File: config.mk
export PLATFORM = sky130hd
export DESIGN_NAME = serial_paralelo_flat
export DESIGN_NICKNAME = d
export VERILOG_FILES = /design/src/rtl/phy_pkg.sv /design/src/rtl/serial_paralelo_if.sv /design/src/rtl/serial_paralelo_com_aligner.sv /design/src/rtl/serial_paralelo.sv /design/src/flat_wrapper.sv
export SDC_FILE = /design/constraint.sdc
export NUM_CORES = 1
export LEC_CHECK = 0
export ABC_AREA = 1
export ABC_CLOCK_PERIOD_IN_PS = 3100
export CAP_MARGIN = 10
export CELL_PAD_IN_SITES_DETAIL_PLACEMENT = 0
export CELL_PAD_IN_SITES_GLOBAL_PLACEMENT = 1
export CORE_MARGIN = 4
export CORE_UTILIZATION = 43
export CTS_BUF_LIST = sky130_fd_sc_hd__clkbuf_4 sky130_fd_sc_hd__clkbuf_8
export CTS_CLUSTER_SIZE = 12
export DETAILED_ROUTE_END_ITERATION = 6
export GPL_TIMING_DRIVEN = 0
export PLACE_DENSITY_LB_ADDON = 0.05
export SLEW_MARGIN = 20
export SYNTH_ARGS = -nofsm -noshare
export SYNTH_HDL_FRONTEND = slang
export SYNTH_SLANG_ARGS = --single-unit
export TNS_END_PERCENT = 5
File: constraint.sdc
create_clock -name clk_32f -period 3.1 [get_ports clk_32f]
set_clock_uncertainty 0.1 [all_clocks]
set_input_delay 0.465 -clock clk_32f [delete_from_list [all_inputs] [get_ports clk_32f]]
set_output_delay 0.465 -clock clk_32f [all_outputs]
set_load 0.05 [all_outputs]
File: src/rtl/phy_pkg.sv
// Shared PHY definitions: the COM idle/alignment symbol and the receive-side
// alignment state encoding, used by both the serializer and the deserializer.
package phy_pkg;

  localparam logic [7:0] COM_BYTE      = 8'hBC;
  localparam int         COM_COUNT_DEF = 4;
  localparam int         CNT_W_DEF     = 3;

  typedef enum logic [1:0] {
    SEARCH = 2'd0,
    LOCK   = 2'd1,
    ACTIVE = 2'd2
  } rx_state_t;

  function automatic logic is_com(input logic [7:0] b);
    return b == COM_BYTE;
  endfunction

endpackage

File: src/rtl/serial_paralelo_if.sv
// Deserializer bus: the serial bit in, the recovered byte stream out, and the
// alignment state for observation.
interface serial_paralelo_if;
  import phy_pkg::*;

  logic       data_in;
  logic [7:0] data_out;
  logic       valid_out;
  logic       byte_stb;
  logic       active;
  rx_state_t  state;

  // The byte stream has no back-pressure: byte_stb is a one-cycle strobe that
  // fires when data_out/valid_out take a new byte, and the consumer must take it.
  modport master (
    output data_in,
    input  data_out, valid_out, byte_stb, active, state
  );

  modport slave (
    input  data_in,
    output data_out, valid_out, byte_stb, active, state
  );

endinterface

File: src/rtl/serial_paralelo_com_aligner.sv
// Byte alignment: shifts in serial bits, hunts for COM symbols and locks the
// byte boundary after COM_COUNT consecutive aligned COM bytes.
module com_aligner
  import phy_pkg::*;
#(
  parameter int COM_COUNT = COM_COUNT_DEF,
  parameter int CNT_W     = CNT_W_DEF
) (
  input  logic       clk,
  input  logic       reset,
  input  logic       data_in,
  output logic [7:0] win,
  output logic       boundary,
  output logic       active,
  output rx_state_t  state
);

  logic [6:0]       shreg;
  logic [2:0]       bit_cnt;
  logic [CNT_W-1:0] com_cnt;

  assign win      = {shreg, data_in};
  assign boundary = (bit_cnt == 3'd7);

  always_ff @(posedge clk) begin
    if (!reset) begin
      shreg   <= '0;
      bit_cnt <= '0;
      com_cnt <= '0;
      state   <= SEARCH;
      active  <= 1'b0;
    end else begin
      shreg   <= win[6:0];
      bit_cnt <= bit_cnt + 3'd1;
      case (state)
        SEARCH: begin
          // Any bit position may start a byte; a COM here defines the boundary.
          if (is_com(win)) begin
            com_cnt <= CNT_W'(1);
            bit_cnt <= '0;
            if (COM_COUNT == 1) begin
              state  <= ACTIVE;
              active <= 1'b1;
            end else begin
              state <= LOCK;
            end
          end
        end
        LOCK: begin
          if (boundary) begin
            if (is_com(win)) begin
              com_cnt <= com_cnt + CNT_W'(1);
              if (com_cnt + CNT_W'(1) == CNT_W'(COM_COUNT)) begin
                state  <= ACTIVE;
                active <= 1'b1;
              end
            end else begin
              com_cnt <= '0;
              state   <= SEARCH;
            end
          end
        end
        ACTIVE: begin
          // Sticky until reset; loss of lock is not detected here.
        end
        default: begin
          state  <= SEARCH;
          active <= 1'b0;
        end
      endcase
    end
  end

endmodule

File: src/rtl/serial_paralelo.sv
// PHY receive deserializer: aligns on COM symbols and presents each aligned
// byte with a valid flag (COM -> idle) and a one-cycle strobe.
module serial_paralelo
  import phy_pkg::*;
#(
  parameter int COM_COUNT = COM_COUNT_DEF,
  parameter int CNT_W     = CNT_W_DEF
) (
  input  logic               clk_32f,
  input  logic               reset,
  serial_paralelo_if.slave   bus
);

  logic [7:0] win;
  logic       boundary;
  logic       active;
  rx_state_t  state;

  logic [7:0] data_q;
  logic       valid_q;
  logic       stb_q;

  com_aligner #(
    .COM_COUNT (COM_COUNT),
    .CNT_W     (CNT_W)
  ) u_aligner (
    .clk      (clk_32f),
    .reset    (reset),
    .data_in  (bus.data_in),
    .win      (win),
    .boundary (boundary),
    .active   (active),
    .state    (state)
  );

  always_ff @(posedge clk_32f) begin
    if (!reset) begin
      data_q  <= '0;
      valid_q <= 1'b0;
      stb_q   <= 1'b0;
    end else if (active && boundary) begin
      data_q  <= win;
      valid_q <= !is_com(win);
      stb_q   <= 1'b1;
    end else begin
      stb_q   <= 1'b0;
    end
  end

  assign bus.data_out  = data_q;
  assign bus.valid_out = valid_q;
  assign bus.byte_stb  = stb_q;
  assign bus.active    = active;
  assign bus.state     = state;

endmodule
File: src/flat_wrapper.sv
// flat-port wrapper written by rule: the top's interface ports become plain ports
module serial_paralelo_flat import phy_pkg::*;
#(
  parameter int COM_COUNT = COM_COUNT_DEF,
  parameter int CNT_W     = CNT_W_DEF
)
  (clk_32f, reset, bus_data_in, bus_data_out, bus_valid_out, bus_byte_stb, bus_active, bus_state);
  serial_paralelo_if bus_i ();
  input  logic clk_32f;
  input  logic reset;
  input wire logic [$bits(bus_i.data_in)-1:0] bus_data_in;
  output wire logic [$bits(bus_i.data_out)-1:0] bus_data_out;
  output wire logic [$bits(bus_i.valid_out)-1:0] bus_valid_out;
  output wire logic [$bits(bus_i.byte_stb)-1:0] bus_byte_stb;
  output wire logic [$bits(bus_i.active)-1:0] bus_active;
  output wire logic [$bits(bus_i.state)-1:0] bus_state;
  assign bus_i.data_in = bus_data_in;
  assign bus_data_out = bus_i.data_out;
  assign bus_valid_out = bus_i.valid_out;
  assign bus_byte_stb = bus_i.byte_stb;
  assign bus_active = bus_i.active;
  assign bus_state = bus_i.state;
  serial_paralelo #(.COM_COUNT(COM_COUNT), .CNT_W(CNT_W)) u_core (.clk_32f(clk_32f), .reset(reset), .bus(bus_i));
endmodule
# == Word level (Yosys, flattened, before mapping) ==
# Index checks and enable logic that the tools add are counted.
# op_classes
n_bitwise,2
n_addsub,2
muxes,16
n_eq_ne,10
n_reduce_logical,8
# op_table
op,count
3-bit two-way mux,5
8-bit == test (second input constant),1
2-bit two-way mux,4
4-bit AND reduction,2
3-bit by 1-bit adder with 3-bit output (second input constant),2
3-bit == test (second input constant),2
2-bit by 1-bit != test with 1-bit output (second input constant),3
2-bit one-hot mux with 3 select lines,1
3-bit one-hot mux with 2 select lines,1
1-bit two-way mux,4
3-bit != test (second input constant),1
3-bit AND reduction,1
2-bit by 1-bit == test with 1-bit output (second input constant),1
2-bit == test (second input constant),1
2-bit logical NOT,1
2-bit != test (second input constant),1
1-bit NOT,2
1-bit one-hot mux with 2 select lines,1
2-bit nonzero test,1
2-bit OR reduction,1
1-bit logical AND,1
1-bit logical NOT,1
# totals
reg_bits,26

# == Depth between registers and ports, before layout ==
# depth
word_depth,6
ltp_mapped,9
mapped_depth_nobuf,9

# == Cells and area by module ==
# From an unflattened synthesis, not the netlist that was laid out.
# unflattened
cells_unflattened,159
hier_area_um2,1153.6
# by_module_without_submodules
module,n_inst,seq_area_each_um2,cells_per_inst,area_per_inst_um2
com_aligner,1,320.3,108,769.5
serial_paralelo,1,200.2,51,384.1

# == Worst setup path after synthesis ==
# OpenSTA, ideal clock, no wires.
# synth_timing
path_kind,reg-to-reg
startpoint,register u_core.u_aligner.state[1]
endpoint,register u_core.u_aligner.com_cnt[2]
t_required_ns,2.884
arrival_time_ns,1.275
setup_ns,0.116
path_slack_ns,1.609
stages_incl_launch_ff,6
path_cell_list,dfxtp_1 nor2_1 nand3_2 nand2_2 o21ai_0 nor2_1
# synth_between
elab_chain_len,3
elab_cells_between_ends,7
cone_classes,eq/ne: 3; mux: 1; reduce/logical: 3
# synth_rtl
element,line,rtl
from (decl),serial_paralelo_com_aligner.sv:15,output rx_state_t state
from (signal assigned),serial_paralelo_com_aligner.sv:30,state <= SEARCH;
from (signal assigned),serial_paralelo_com_aligner.sv:42,state <= ACTIVE;
from (signal assigned),serial_paralelo_com_aligner.sv:45,state <= LOCK;
2-bit by 1-bit == test with 1-bit output or 2-bit logical NOT (tied branches),serial_paralelo_com_aligner.sv:35,case (state)
2-bit by 1-bit != test with 1-bit output (no line) or 2-bit nonzero test (tied branches),--,
3-bit AND reduction (no line),--,
to (signal assigned),serial_paralelo_com_aligner.sv:52,com_cnt <= com_cnt + CNT_W'(1);
to (decl),serial_paralelo_com_aligner.sv:20,logic [CNT_W-1:0] com_cnt;
# Several ways; a longest one is shown, not always the timed one.
# A chain may end at the register's enable or synchronous reset.

# == Worst setup path in the final report ==
# layout_timing
startpoint,register u_core.u_aligner.state[1]
endpoint,output bus_state[1]
# layout_lines
element,line,rtl
to (decl),flat_wrapper.sv:16,output wire logic [$bits(bus_i.state)-1:0] bus_state;
# No word-level cell between the ends.

==> results.md <==
- Gpl congestion: 0.708
- HP Class: flop to flop
- Core area: about 2500 um2
- Max Cap Viol: 0
- Vias in the first global route: between 800 and 900
- Grt ovf: 0
- Mapped Area: between 1000 and 1500 um2
- Pins Over Slew Limit: 0
- Die area: around 3400 um2
- Startpoint Class: flop
- Final HPWL DP: about 1500 um
- Clock transition at path regs: 0.15 ns
- Sw Share: 0.197
- RSZ-0062 raised after global routing: false
- Via/cell ratio: ~4.5
- Hold buffer count at cts: 0
- WP data required: about 2.5 ns
- Num ports: 16
- Combinational share of power: 0.036
- GR Util All Layers: 0.138
- Internal cell power: between 0.4 and 0.5 mW
- Max IR drop VDD: 0.403 mV
- Setup Buffers After CTS: 0
- Yosys cell types: 18
- Pin count of the biggest net entering global routing: 16
- Cts bufs inserted: 3
- Buf/Inv on CP: 1
- Die Y: 58.4 um
- Synth Net Count: 150
- Psw: between 0.1 and 0.15 mW
- Iteration-0 DRC Markers: 9
- FILL cells: ~240
- Ant. Diodes: 0
- WL/cell: around 11 um
- CTS root buf: clkbuf_4
- Avg Inst Size Synth: between 7 and 8 um2
- Post-Route WL: approximately 2000 um
- Worst rel slew slack: 0.670
- Cell count after synthesis: between 100 and 150
- DR vias: approximately 870
- Final hold viol count: 0
- Clock Latency Late Sink: 0.32 ns
- Top delay family on crit path: buffers and inverters
- Share of layout cells above drive strength 1: 0.105
- Drc violations: 0
- Initial Util: 0.445
- Final Worst Setup Slack: ~0.86 ns
- CP cell instances: clkdlybuf4s50_1
- Yosys warns: 0
- First-pass GRT wire length: about 3700 um
- LEAKAGE: approximately 0.64 nW
- Register area share after synthesis: 0.477
- Pre-CTS WS: around 1.2 ns
- Slowest cell on the critical path: clkdlybuf4s50_1
- Final setup violation count: 0
- Die width: ~58 um
- Period utilization: 0.724
- CP Max Fanout: 7
- Clock share of power: 0.391
- Worst-Margin Slew: just under 0.5 ns
- Crit. End Element: output port
- Data arrival time of the critical path: ~1.7 ns
- CP max stage delay: between 0.8 and 0.9 ns
- Number of port buffers: 15
- Initial antenna violation count: 0
- FMAX: between 400 and 500 MHz
- Pre-antenna DRT Iters: 4
- Clock sink count: 26
- Reg power frac: 0.573
- Status: finished clean
- Total negative slack: 0 ns
- Row cnt: 18
- Commonest non-fill, non-tap cell in the layout: nand2_1
- Maximum buffer depth of the clock tree: 2
- CTS resizes: 0
- H-tree depth: 1
- Fin nets: 170
- Synthesis-to-finish area growth: 22.0%
- Critical path class: flop to output port
- Pwr Density: ~450 nW/um2
- Antenna viol nets, final: 0
- FF+latch count, synth: 26
- Power Total: approximately 0.6 mW
- Minimum clock period: between 2 and 2.5 ns
- CTS tree: built
- Most frequent cells in the layout: nand2_1, dfxtp_1, inv_1
[layout make-up]
| type | instances | area [um2] | area share |
|---|---|---|---|
| buffer | 3 | 26.3 | 0.0197 |
| clock buffer | 3 | 22.5 | 0.0169 |
| clock inverter | 1 | 30.0 | 0.0225 |
| inverter | 26 | 97.6 | 0.0732 |
| multi-input combinational | 88 | 448 | 0.336 |
| sequential | 26 | 520 | 0.391 |
| tap | 30 | 37.5 | 0.0282 |
| timing repair buffer | 15 | 150 | 0.113 |
[power by group through the flow]
| stage | clock network (mW) | logic (mW) | registers, mW |
|---|---|---|---|
| floorplan | 0 | 0.0145 | 0.349 |
| global placement | 0 | 0.0211 | 0.349 |
| detailed placement | 0 | 0.0220 | 0.349 |
| CTS | 0.240 | 0.0221 | 0.342 |
| global route | 0.250 | 0.0252 | 0.343 |
| finish | 0.233 | 0.0215 | 0.342 |
[cells by family (layout without fill, tap and decap cells)]
group	after synthesis	count (layout)	share of synthesized area
flip-flops	26	26	0.477
adder cells (fa/ha/maj)	4	4	0.0458
buffers and inverters	29	48	0.113
AND/OR/NAND/NOR	64	64	0.273
AO/OA/AOI/OAI	20	20	0.0916
[sequential cells by signal, summed over array words and instances (netlist names)]
register                  flops
u_core.u_aligner.shreg        7
u_core.u_aligner.bit_cnt      3
u_core.bus.valid_out          1
u_core.bus.byte_stb           1
u_core.u_aligner.state        2
u_core.u_aligner.active       1
u_core.bus.data_out           8
u_core.u_aligner.com_cnt      3
[worst paths after layout]
check,slack [ns],depth (start not counted),startpoint,endpoint
setup reg to reg,1.41,7,u_core.u_aligner.bit_cnt[0],u_core.bus.data_out[6]
hold / removal,0.33,1,u_core.u_aligner.bit_cnt[0],u_core.u_aligner.bit_cnt[0]
setup / recovery,0.86,1,u_core.u_aligner.state[1],bus_state[1]
hold reg to reg,0.33,1,u_core.u_aligner.bit_cnt[0],u_core.u_aligner.bit_cnt[0]
[per-stage QoR]
step	hold slack (ns)	instances	cell area, um2	util
final	0.332	192	1330	0.543
after global routing	0.358	192	1330	0.543
after CTS	0.337	192	1330	0.543
after detailed placement	0.317	188	1280	0.521
after global placement	0.307	188	1280	0.521
after floorplan	0.299	143	1090	-
[synthesized netlist by cell type]
cell | number | share of area
nand3_2 | 1 | 0.0092
nor2_1 | 22 | 0.076
nand3_1 | 2 | 0.0092
dfxtp_1 | 26 | 0.48
nand2_4 | 1 | 0.010
nand4_1 | 1 | 0.0057
inv_1 | 24 | 0.082
nand3b_1 | 1 | 0.0069
inv_2 | 2 | 0.0069
nand2_1 | 30 | 0.10
o21ai_1 | 2 | 0.0092
buf_4 | 2 | 0.014
ha_1 | 4 | 0.046
o21ai_0 | 12 | 0.055
nor2_4 | 4 | 0.041
a21oi_1 | 6 | 0.027
nand2_2 | 2 | 0.011
buf_6 | 1 | 0.010
[layer usage]
layer,wire [um],track usage
met3,95,0.0219
met5,0,0
met2,893,0.231
met1,1020,0.176
met4,18,0.0596
(Power assumes the default switching activity.)
